--- config.mk ---
export PLATFORM = sky130hd
export DESIGN_NAME = kbd_spi_tx
export DESIGN_NICKNAME = d
export VERILOG_FILES = /design/src/rtl/kbd_spi_tx.sv
export SDC_FILE = /design/constraint.sdc
export NUM_CORES = 1
export LEC_CHECK = 0
export CORE_MARGIN = 4
export CORE_UTILIZATION = 60
export CTS_BUF_LIST = sky130_fd_sc_hd__clkbuf_8
export CTS_CLUSTER_DIAMETER = 80
export DETAILED_ROUTE_END_ITERATION = 8
export GPL_ROUTABILITY_DRIVEN = 0
export HOLD_SLACK_MARGIN = 0.06
export PLACE_DENSITY = 0.87
export SLEW_MARGIN = 20
export SYNTH_ARGS = -nofsm -noshare
export SYNTH_HDL_FRONTEND = slang
export SYNTH_SLANG_ARGS = --single-unit
--- constraint.sdc ---
create_clock -name clk14m -period 5.5 [get_ports clk14m]
set_input_delay 1.1 -clock clk14m [delete_from_list [all_inputs] [get_ports clk14m]]
set_output_delay 1.1 -clock clk14m [all_outputs]
set_load 0.05 [all_outputs]
--- src/rtl/kbd_spi_tx.sv ---
// kbd_spi_tx: SPI mode-0 transmitter sending {status, key matrix} frames to the main CPLD.
// Frames start on request or on the auto-refresh timer; requests arriving during a frame coalesce.
module kbd_spi_tx #(
    parameter int unsigned CLK_DIV     = 7,
    parameter int unsigned FRAME_BITS  = 48,
    parameter int unsigned AUTO_PERIOD = 28000,
    parameter int unsigned GAP_CYCLES  = 14
) (
    input  logic        clk14m,
    input  logic        rst,
    input  logic [39:0] matrix,
    input  logic [7:0]  status,
    input  logic        send_req,
    output logic        kbd_cs,
    output logic        kbd_clk,
    output logic        kbd_di,
    output logic        busy,
    output logic        done
);

    localparam int unsigned CNT_MAX = (CLK_DIV > GAP_CYCLES) ? CLK_DIV : GAP_CYCLES;
    localparam int unsigned CNT_W   = (CNT_MAX > 1) ? $clog2(CNT_MAX) : 1;
    localparam int unsigned IDX_W   = (FRAME_BITS > 1) ? $clog2(FRAME_BITS) : 1;
    localparam int unsigned AUTO_W  = (AUTO_PERIOD > 1) ? $clog2(AUTO_PERIOD) : 1;
    localparam bit          AUTO_EN = (AUTO_PERIOD != 0);

    typedef enum logic [2:0] {
        S_IDLE,
        S_SETUP,
        S_HIGH,
        S_LOW,
        S_HOLD,
        S_GAP
    } state_t;

    state_t                  r_state;
    logic [CNT_W-1:0]        r_cnt;
    logic [IDX_W-1:0]        r_idx;
    logic [FRAME_BITS-1:0]   r_shreg;
    logic                    r_busy;
    logic                    r_done;
    logic                    r_cs;
    logic                    r_clk;
    logic                    r_di;
    logic                    r_pending;
    logic [AUTO_W-1:0]       r_auto_cnt;

    state_t                  w_state_nxt;
    logic [CNT_W-1:0]        w_cnt_nxt;
    logic [IDX_W-1:0]        w_idx_nxt;
    logic [FRAME_BITS-1:0]   w_shreg_nxt;
    logic                    w_busy_nxt;
    logic                    w_done_nxt;
    logic                    w_cs_nxt;
    logic                    w_clk_nxt;
    logic                    w_di_nxt;
    logic                    w_start;
    logic                    w_in_frame;
    logic                    w_div_end;
    logic                    w_gap_end;
    logic                    w_auto_hit;

    assign w_div_end  = (r_cnt == CNT_W'(CLK_DIV - 1));
    assign w_gap_end  = (r_cnt == CNT_W'(GAP_CYCLES - 1));
    assign w_auto_hit = AUTO_EN && (r_auto_cnt == AUTO_W'(AUTO_PERIOD - 1));

    assign kbd_cs  = r_cs;
    assign kbd_clk = r_clk;
    assign kbd_di  = r_di;
    assign busy    = r_busy;
    assign done    = r_done;

    // Free-running auto-refresh counter; wraps on the request cycle.
    always_ff @(posedge clk14m or posedge rst) begin
        if (rst) begin
            r_auto_cnt <= '0;
        end else if (!AUTO_EN || w_auto_hit) begin
            r_auto_cnt <= '0;
        end else begin
            r_auto_cnt <= r_auto_cnt + AUTO_W'(1);
        end
    end

    // Pending request flag; a new request beats the clear from a frame start.
    always_ff @(posedge clk14m or posedge rst) begin
        if (rst) begin
            r_pending <= 1'b0;
        end else begin
            r_pending <= send_req | w_auto_hit | (r_pending & ~w_start);
        end
    end

    // FSM state, phase counters, shift register and registered outputs.
    always_ff @(posedge clk14m or posedge rst) begin
        if (rst) begin
            r_state <= S_IDLE;
            r_cnt   <= '0;
            r_idx   <= '0;
            r_shreg <= '0;
            r_busy  <= 1'b0;
            r_done  <= 1'b0;
            r_cs    <= 1'b1;
            r_clk   <= 1'b0;
            r_di    <= 1'b1;
        end else begin
            r_state <= w_state_nxt;
            r_cnt   <= w_cnt_nxt;
            r_idx   <= w_idx_nxt;
            r_shreg <= w_shreg_nxt;
            r_busy  <= w_busy_nxt;
            r_done  <= w_done_nxt;
            r_cs    <= w_cs_nxt;
            r_clk   <= w_clk_nxt;
            r_di    <= w_di_nxt;
        end
    end

    // Next-state logic; the gap exit chains straight into a new frame when one is pending.
    always_comb begin
        w_state_nxt = r_state;
        w_cnt_nxt   = r_cnt + CNT_W'(1);
        w_idx_nxt   = r_idx;
        w_shreg_nxt = r_shreg;
        w_busy_nxt  = r_busy;
        w_done_nxt  = 1'b0;
        w_start     = 1'b0;
        w_in_frame  = 1'b0;
        w_cs_nxt    = 1'b1;
        w_clk_nxt   = 1'b0;
        w_di_nxt    = 1'b1;

        case (r_state)
            S_IDLE: begin
                w_cnt_nxt = '0;
                if (r_pending) begin
                    w_start = 1'b1;
                end
            end
            S_SETUP: begin
                if (w_div_end) begin
                    w_state_nxt = S_HIGH;
                    w_cnt_nxt   = '0;
                end
            end
            S_HIGH: begin
                if (w_div_end) begin
                    w_cnt_nxt = '0;
                    if (r_idx == '0) begin
                        w_state_nxt = S_HOLD;
                    end else begin
                        w_shreg_nxt = r_shreg << 1;
                        w_idx_nxt   = r_idx - IDX_W'(1);
                        w_state_nxt = S_LOW;
                    end
                end
            end
            S_LOW: begin
                if (w_div_end) begin
                    w_state_nxt = S_HIGH;
                    w_cnt_nxt   = '0;
                end
            end
            S_HOLD: begin
                if (w_div_end) begin
                    w_state_nxt = S_GAP;
                    w_cnt_nxt   = '0;
                    w_done_nxt  = 1'b1;
                end
            end
            S_GAP: begin
                if (w_gap_end) begin
                    w_cnt_nxt = '0;
                    if (r_pending) begin
                        w_start = 1'b1;
                    end else begin
                        w_state_nxt = S_IDLE;
                        w_busy_nxt  = 1'b0;
                    end
                end
            end
            default: begin
                w_state_nxt = S_IDLE;
                w_cnt_nxt   = '0;
                w_busy_nxt  = 1'b0;
            end
        endcase

        if (w_start) begin
            w_state_nxt = S_SETUP;
            w_cnt_nxt   = '0;
            w_shreg_nxt = FRAME_BITS'({status, matrix});
            w_idx_nxt   = IDX_W'(FRAME_BITS - 1);
            w_busy_nxt  = 1'b1;
        end

        w_in_frame = (w_state_nxt == S_SETUP) || (w_state_nxt == S_HIGH) ||
                     (w_state_nxt == S_LOW)   || (w_state_nxt == S_HOLD);
        w_cs_nxt   = ~w_in_frame;
        w_clk_nxt  = (w_state_nxt == S_HIGH);
        w_di_nxt   = w_in_frame ? w_shreg_nxt[FRAME_BITS-1] : 1'b1;
    end

endmodule

==> flow_summary.toml <==
[yosys]
seq_area_frac_synth = 0.542
netlist_area_mm2 = 0.00379
synth_cells = 412
syn-num-nets = 468
synth-edff-count = 0
ys_warn_count = 0
synth_top_area_share = 0.528
synth_top_area_cell = "dfrtp_1"
synthDistinctLibCells = 41
synth_area_leaders = "dfrtp_1 53%, nand2_1 11%, a31oi_1 7.1%, nor2_1 6.2%, xor2_1 2.5%"
ys_ff_latch = 82
synth.cells.most_frequent = "107 x nand2_1, 80 x dfrtp_1, 63 x nor2_1, 43 x a31oi_1, 17 x buf_2"
yosys_most_used_dff = "dfrtp_1"
async_reset_ff_frac = 1.00
syn_avg_cell_area_um2 = 9.20
yosysMostFrequentCell = "nand2_1"

[drt]
drt-initial-drc-count = 285
via_per_inst = 5.73
routedWlPerCell_um = 15.2
ant_nets = 0
wirelength_um = 8170
first_pass_iters = 4
met1_length_um = 3530
num_vias = 3082
wl_met2_um = 3950
drc = 0
top_layer = "met4"
wl_met3_um = 486

[power_and_ir_drop]
powerDensity_mw_per_mm2 = 441
p_leak_nw = 2.10
vdd_drop_max_v = 0.000272

[sta]
fin_tns_setup_ns = 0
relSlewSlack = 0.339
maxSlewViolCount = 0
max_freq_mhz = 360
min_period_ns = 2.77
finClkSkew_ns = 0.0114
tightest_slew_ns = 0.992
setup_viol = 0
rsz0062_at_grt = "no"
fin_crit_sh = 0.505
holdWs_ns = 0.487
hold_viol = 0

[place]
portBuffers = 55
post-dp-hpwl_um = 5050
place_area_mm2 = 0.00437

[grt]
grt_pass1_wl_um = 13300
grt_pass1_vias = 2897
grt_start_max_net_pins = 93
antenna_found_initial = 0
grt-ovfl-total = 0
track_usage = 0.225

[setup_path]
critPathMaxFanout = 1
crit_chain = "clkdlybuf4s50_1"
worstSetupStartpointType = "flip-flop"
cp_slowest_cell = "clkdlybuf4s50_1"
worstSetupPathType = "reg2out"
critPathBufInv = 1
worstPathRequired_ns = 4.40
crit_path_max_incr_delay_ns = 0.80
arrival_ns = 1.67
setup.worst_path.end_class = "output port"
path_delay_family = "buffers and inverters"

[floorplan]
die_w_um = 87.5
std_cell_rows = 28
core_mm2 = 0.00603
die_h_um = 87.5
initial_core_util = 0.629
dieArea_mm2 = 0.00766
io-pin-count = 56

[cells_and_area]
drive_gt1_frac = 0.0691
fin_nets = 514
diodes = 0
finalInstanceArea_mm2 = 0.00462
final_core_util = 0.766
area_growth_pct = 21.8

[cts]
clk_latency_ns = 0.36
h-tree-depth = 3
cts_tree = "done"
cts_root_buf = "clkbuf_8"
cts_buffers = 9
post_cts_buffers = 0
cts.clk_slew.worst_paths_ns = 0.08
postCtsHoldBufs = 0
clockBufferDepth = 2
cts_resized = 0
clock_sinks = 82

[worst_hold_path]
holdCritPathClass = "reg2reg"

[run_status]
outcome = "finished clean"

[flow_run]
maxCapViolCount = 0
==> worst register-to-register path: cells and delay by family, from the launching register on <==
family          cells  cell delay [ns]
fa+ha+maj           1             0.23
flops               1             0.43
compound gates      2             0.40
simple gates        3             1.18
==> placed cells by master, fill, tap and decap left out, types with 4 or more instances in the layout <==
cell type        instances
clkdlybuf4s50_1         55
ha_1                     5
xnor2_1                  9
dfrtp_1                 80
nand2_1                107
nand3_1                 10
nor2_1                  63
clkbuf_8                10
nor3_1                   6
inv_1                    8
buf_4                    4
xor2_1                  11
a31oi_1                 43
==> final timing paths <==
| kind | slack, ns | cells past startpoint | from | end |
|---|---|---|---|---|
| max reg2reg | 3.16 | 6 | r_cnt[0] | r_shreg[32] |
| max in group asynchronous | 3.45 | 3 | rst | r_shreg[44] |
| min in group asynchronous | 0.95 | 2 | rst | r_shreg[17] |
| min | 0.49 | 2 | busy | busy |
| min reg2reg | 0.49 | 2 | busy | busy |
| max | 2.73 | 1 | kbd_cs | kbd_cs |
==> cells by family after synthesis <==
| group | Yosys count | synth area share |
|---|---|---|
| AO/OA/AOI/OAI | 60 | 0.107 |
| multiplexers | 3 | 0.00792 |
| AND/OR/NAND/NOR | 209 | 0.243 |
| buffers and inverters | 33 | 0.0383 |
| adder cells (fa/ha/maj) | 5 | 0.0165 |
| XOR/XNOR | 20 | 0.0462 |
| flip-flops | 82 | 0.542 |
==> metrics by stage <==
| stage | power [mW] | std cells | worst slack, ns |
|---|---|---|---|
| final | 2.04 | 538 | 2.73 |
| after global routing | 2.17 | 538 | 2.68 |
| after CTS | 2.04 | 538 | 2.70 |
| after detailed placement | 1.49 | 522 | 3.01 |
| after global placement | 1.45 | 522 | 3.00 |
| after floorplan | 1.33 | 412 | 2.29 |
==> per-layer routing <==
layer | global-route usage | up-vias
met3 | 0.0397 | 17
met2 | 0.360 | 90
met5 | 0 | -
li1 | - | 1480
met4 | 0.107 | 0
met1 | 0.298 | 1495
==> final cells by class <==
class	count	area, µm²
clock inverter	6	113
multi-input combinational	297	1600
tap	75	93.8
fill	411	1410
clock buffer	10	138
sequential	82	2050
inverter	9	35.0
timing repair buffer	59	581
==> state kept, by name, indices dropped and copies added (netlist names) <==
name / cells
r_auto_cnt: 15
r_state: 3
busy: 1
r_cnt: 4
r_idx: 6
r_shreg: 48
r_pending: 1
kbd_clk: 1
kbd_di: 1
kbd_cs: 1
done: 1
==> where the power goes <==
group          leakage, nW  switching, mW  internal (mW)
logic                 1.03          0.281          0.246
clock network        0.127          0.226          0.316
registers            0.943          0.150          0.819
No activity file was read; power rests on OpenSTA's default activity.
==> edit 1: new RTL, same flow settings <==
`AUTO_PERIOD`: 28000 -> 112000.
--- a/src/rtl/kbd_spi_tx.sv
+++ b/src/rtl/kbd_spi_tx.sv
@@ -3,7 +3,7 @@
 module kbd_spi_tx #(
     parameter int unsigned CLK_DIV     = 7,
     parameter int unsigned FRAME_BITS  = 48,
-    parameter int unsigned AUTO_PERIOD = 28000,
+    parameter int unsigned AUTO_PERIOD = 112000,
     parameter int unsigned GAP_CYCLES  = 14
 ) (
     input  logic        clk14m,
Check against the original RTL: no difference found for any inputs over 10 cycles, from zero or initial values and one cycle with rst high; that may be too few to reach the edited logic, so the function may still have changed.
==> edit 1 against the unedited design <==
Sequential power is essentially flat. Worst setup slack better by 0.0034 ns. Total power grew 0.29%. Routed wire length decreased by 9.2%. Count of clock-buffer cells in the layout fell by 1. Synthesized area up 4.0%. Sequential cell count rose by 2. Via count decreased by 7.2%. Design area is 2.9% higher. Largest power group unchanged.
==> edit 1: results (changes against the unedited design) <==
Clk pwr share 25.3% (-1.3 points); Layout Skew 0.01019 ns (-0.001235 ns); capturing point of the worst reg2reg path r_shreg[45]; R2R Setup Slk 2.77 ns (-0.39 ns); via/cell ratio 5.621 (-1.9%); vias in the first global route 2845 (-1.8%); Lkg Pwr 1.859 nW (-12%); metal3 WL 269 microns (-45%); M1 GR Usage 26.35% (-3.5 points); register area share after synthesis 53.36% (-0.81 points); largest net degree at the start of global routing 100 (+7.5%); synth top area cells dfrtp_1 52%, mux2i_1 12%, o21ai_1 6.0%, nand2_1 5.4%, xnor2_1 2.4%; CP Launch Point kbd_di; first-pass GRT wire length 12.77 mm (-4.3%); met1 WL 3.206 mm (-9.2%); combinational group power 0.554 mW (+5.1%); met2 Track Usage GR 34.68% (-1.3 points); Psw 0.6561 mW (-0.23%); crit path to kbd_di; library cells used by synthesis 46 (+12%); nets 483 (-6.0%); Inserted Clock Buffers 9 (unchanged); DR WL/cell 14.58 microns (-4.0%); 1st-iter DRT viols 104 (-64%); metal2 WL 3.701 mm (-6.4%); GRT Total Usage 21.07% (-1.4 points); Hold Path Class reg -> reg; syn_nets 434 (-7.3%); yosys warns 0 (unchanged); outcome finished, final reports clean; commonest cells in the netlist 82 x dfrtp_1, 57 x nand2_1, 47 x mux2i_1, 47 x o21ai_1, 23 x nor2_1; Max VDD drop 0.2592 mV (-4.8%); Largest regs r_shreg: 48 flops, r_auto_cnt: 17 flops, r_idx: 6 flops; FF-to-FF path depth 8 (+2); share of cells above drive strength 1 6.250% (-0.66 points); Post-DP HPWL 5.037 mm (-0.23%); worst slew pin tran 0.9483 ns (-0.04326 ns); routing usage on met3 3.871% (-0.10 points); number of H-tree levels 3 (unchanged)
## edit 1: cell count changes in the layout (fill, tap and decap cells not counted), sizes merged, moves of 39 or more
cell   change
a31oi     -42
mux2i     +44
nand2     -50
nor2      -39
o21ai     +53
## edit 1: stage by stage
stage               cell area, sq um  instances  worst slack (ns)  hold slack (ns)  total power [mW]
detailed placement              4512        493             2.783           0.4510             1.535
floorplan                       3944        378             2.238           0.4329             1.370
finish                          4753        509             2.729           0.4589             2.044
global route                    4753        509             2.573           0.4700             2.181
global placement                4512        493             2.894           0.4448             1.492
CTS                             4752        509             2.704           0.4619             2.062
## edit 1: worst min path at each step
stage	cells past startpoint	start	to	slack, ns
5_1_grt	1	r_auto_cnt[0]	r_auto_cnt[0]	0.47
6_report	1	r_auto_cnt[0]	r_auto_cnt[0]	0.46
2_1_floorplan	1	r_auto_cnt[0]	r_auto_cnt[0]	0.43
3_3_place_gp	1	r_auto_cnt[0]	r_auto_cnt[0]	0.44
4_1_cts	1	r_auto_cnt[0]	r_auto_cnt[0]	0.46
3_5_place_dp	1	r_auto_cnt[0]	r_auto_cnt[0]	0.45
## edit 1: area by class of cell
cell class                      instances  area [sq um]
Clock buffer                            9         123.9
Sequential cell                        84          2105
Multi-Input combinational cell        267          1714
Timing Repair Buffer                   57         565.5
Fill cell                             454          1597
Tap cell                               77         96.34
Inverter                                8         32.53
Clock inverter                          7         116.4
## edit 1: kinds of logic (layout without fill, tap and decap cells)
family | count (synthesis) | after routing | share of synthesized area (%)
DFF | 84 | 84 | 53.36
adders and majority gates | 5 | 5 | 1.586
AOI/OAI and AO/OA | 69 | 69 | 9.550
and+or+nand+nor | 125 | 125 | 15.51
xor gates and xnor gates | 21 | 21 | 4.664
buffers and inverters | 27 | 81 | 3.394
muxes | 47 | 47 | 11.93
==> edit 2: new RTL, same settings <==
Without the edit above. Reset style: synchronous (`rst`), changed in 3 clocked blocks.
--- a/src/rtl/kbd_spi_tx.sv
+++ b/src/rtl/kbd_spi_tx.sv
@@ -71,7 +71,7 @@
     assign done    = r_done;
 
     // Free-running auto-refresh counter; wraps on the request cycle.
-    always_ff @(posedge clk14m or posedge rst) begin
+    always_ff @(posedge clk14m) begin
         if (rst) begin
             r_auto_cnt <= '0;
         end else if (!AUTO_EN || w_auto_hit) begin
@@ -82,7 +82,7 @@
     end
 
     // Pending request flag; a new request beats the clear from a frame start.
-    always_ff @(posedge clk14m or posedge rst) begin
+    always_ff @(posedge clk14m) begin
         if (rst) begin
             r_pending <= 1'b0;
         end else begin
@@ -91,7 +91,7 @@
     end
 
     // FSM state, phase counters, shift register and registered outputs.
-    always_ff @(posedge clk14m or posedge rst) begin
+    always_ff @(posedge clk14m) begin
         if (rst) begin
             r_state <= S_IDLE;
             r_cnt   <= '0;
Behaviour: differs if rst is asserted again (counterexample within 4 cycles, from zero or initial values and one cycle with rst high); with rst held inactive, the same outputs for 10 cycles.
==> edit 2 against the unedited design <==
Routed wire length down 3.0%. Worst setup slack better by 0.17 ns. Utilization down 2.7 points. Sequential cell count unchanged. Synthesized area down 1.8%. Maximum frequency up 6.4%. Highest routed layer unchanged. Design area down 4.6%. Cell count up 4.3%.
Power is not compared: it rests on default switching activity, and its combinational part moved more than twofold at a synthesized area within 25%.
==> edit 2: results (changes against the unedited design) <==
WL final 7.930 mm (-3.0%); vias in the first global route 2987 (+3.1%); library cells used by synthesis 44 (+7.3%); metal2 WL 3.814 mm (-3.5%); sink of the worst hold path r_auto_cnt[0]; synth top area cells dfxtp_1 44%, nand2_1 9.9%, a311oi_1 9.2%, nor2_1 7.5%, xor2_1 3.8%; syn_nets 501 (+7.1%); DP Area 0.004219 sq mm (-3.4%); met1 WL 3.529 mm (about the same); crit path to busy; 1st-iter DRT viols 178 (-38%); final hold slack 0.4463 ns (-0.04073 ns); placed cell count 545 (+4.4%); FF-to-FF path depth 7 (+1); nets 538 (+4.7%); share of synthesized registers carrying an async set or reset 0% (-100 points); worst hold path depth 1 (-1); commonest cells in the netlist 98 x nand2_1, 82 x dfxtp_1, 74 x nor2_1, 39 x a311oi_1, 16 x xor2_1; crit path max fanout 2 (+1); fmax 0.3833 GHz (+6.4%); CP Launch Point busy; DR WL/cell 14.14 microns (-7.0%); largest net degree at the start of global routing 64 (-31%); routing usage on met3 6.369% (+2.4 points); RR Startpoint r_cnt[0]; metal3 WL 458 microns (-5.8%); outcome finished, final reports clean; capturing point of the worst reg2reg path r_shreg[42]; Layout Skew 0.007651 ns (-0.003778 ns); Fillers 455 (+11%); M1 GR Usage 27.03% (-2.8 points); Post-DP HPWL 5.252 mm (+4.0%); Hold Crit Start r_auto_cnt[0]; R2R Setup Slk 2.99 ns (-0.17 ns); via/cell ratio 5.701 (-0.49%)
edit 2: cell types whose count changed after synthesis, sizes merged, moves of 5 or more:
cell and delta:
xnor2 -5, xor2 +5, nand2 -9, nand4 +5, nor2 +12, clkbuf +7
a21oi +7, dfxtp +82, dfrtp -80, a31oi -43, a311oi +44, nor4 -5
nand3 +5
edit 2: logic make-up (layout without fill, tap and decap cells):
kind of cell | count (synthesis) | count (layout) | synth area share, %
AND/OR/NAND/NOR | 223 | 223 | 26.51
adder cells (fa/ha/maj) | 6 | 6 | 2.016
XOR/XNOR | 20 | 20 | 4.704
AO/OA/AOI/OAI | 71 | 71 | 16.80
buffers and inverters | 42 | 84 | 5.880
flip-flops | 82 | 82 | 44.09
edit 2: layout make-up:
class	instances	area (sq um)	area share [%]
Multi-Input combinational cell	320	1871	42.46
Tap cell	75	93.84	2.130
Timing Repair Buffer	60	583.1	13.23
Sequential cell	82	1642	37.26
Inverter	8	30.03	0.6816
Clock buffer	9	123.9	2.812
Clock inverter	7	62.56	1.420
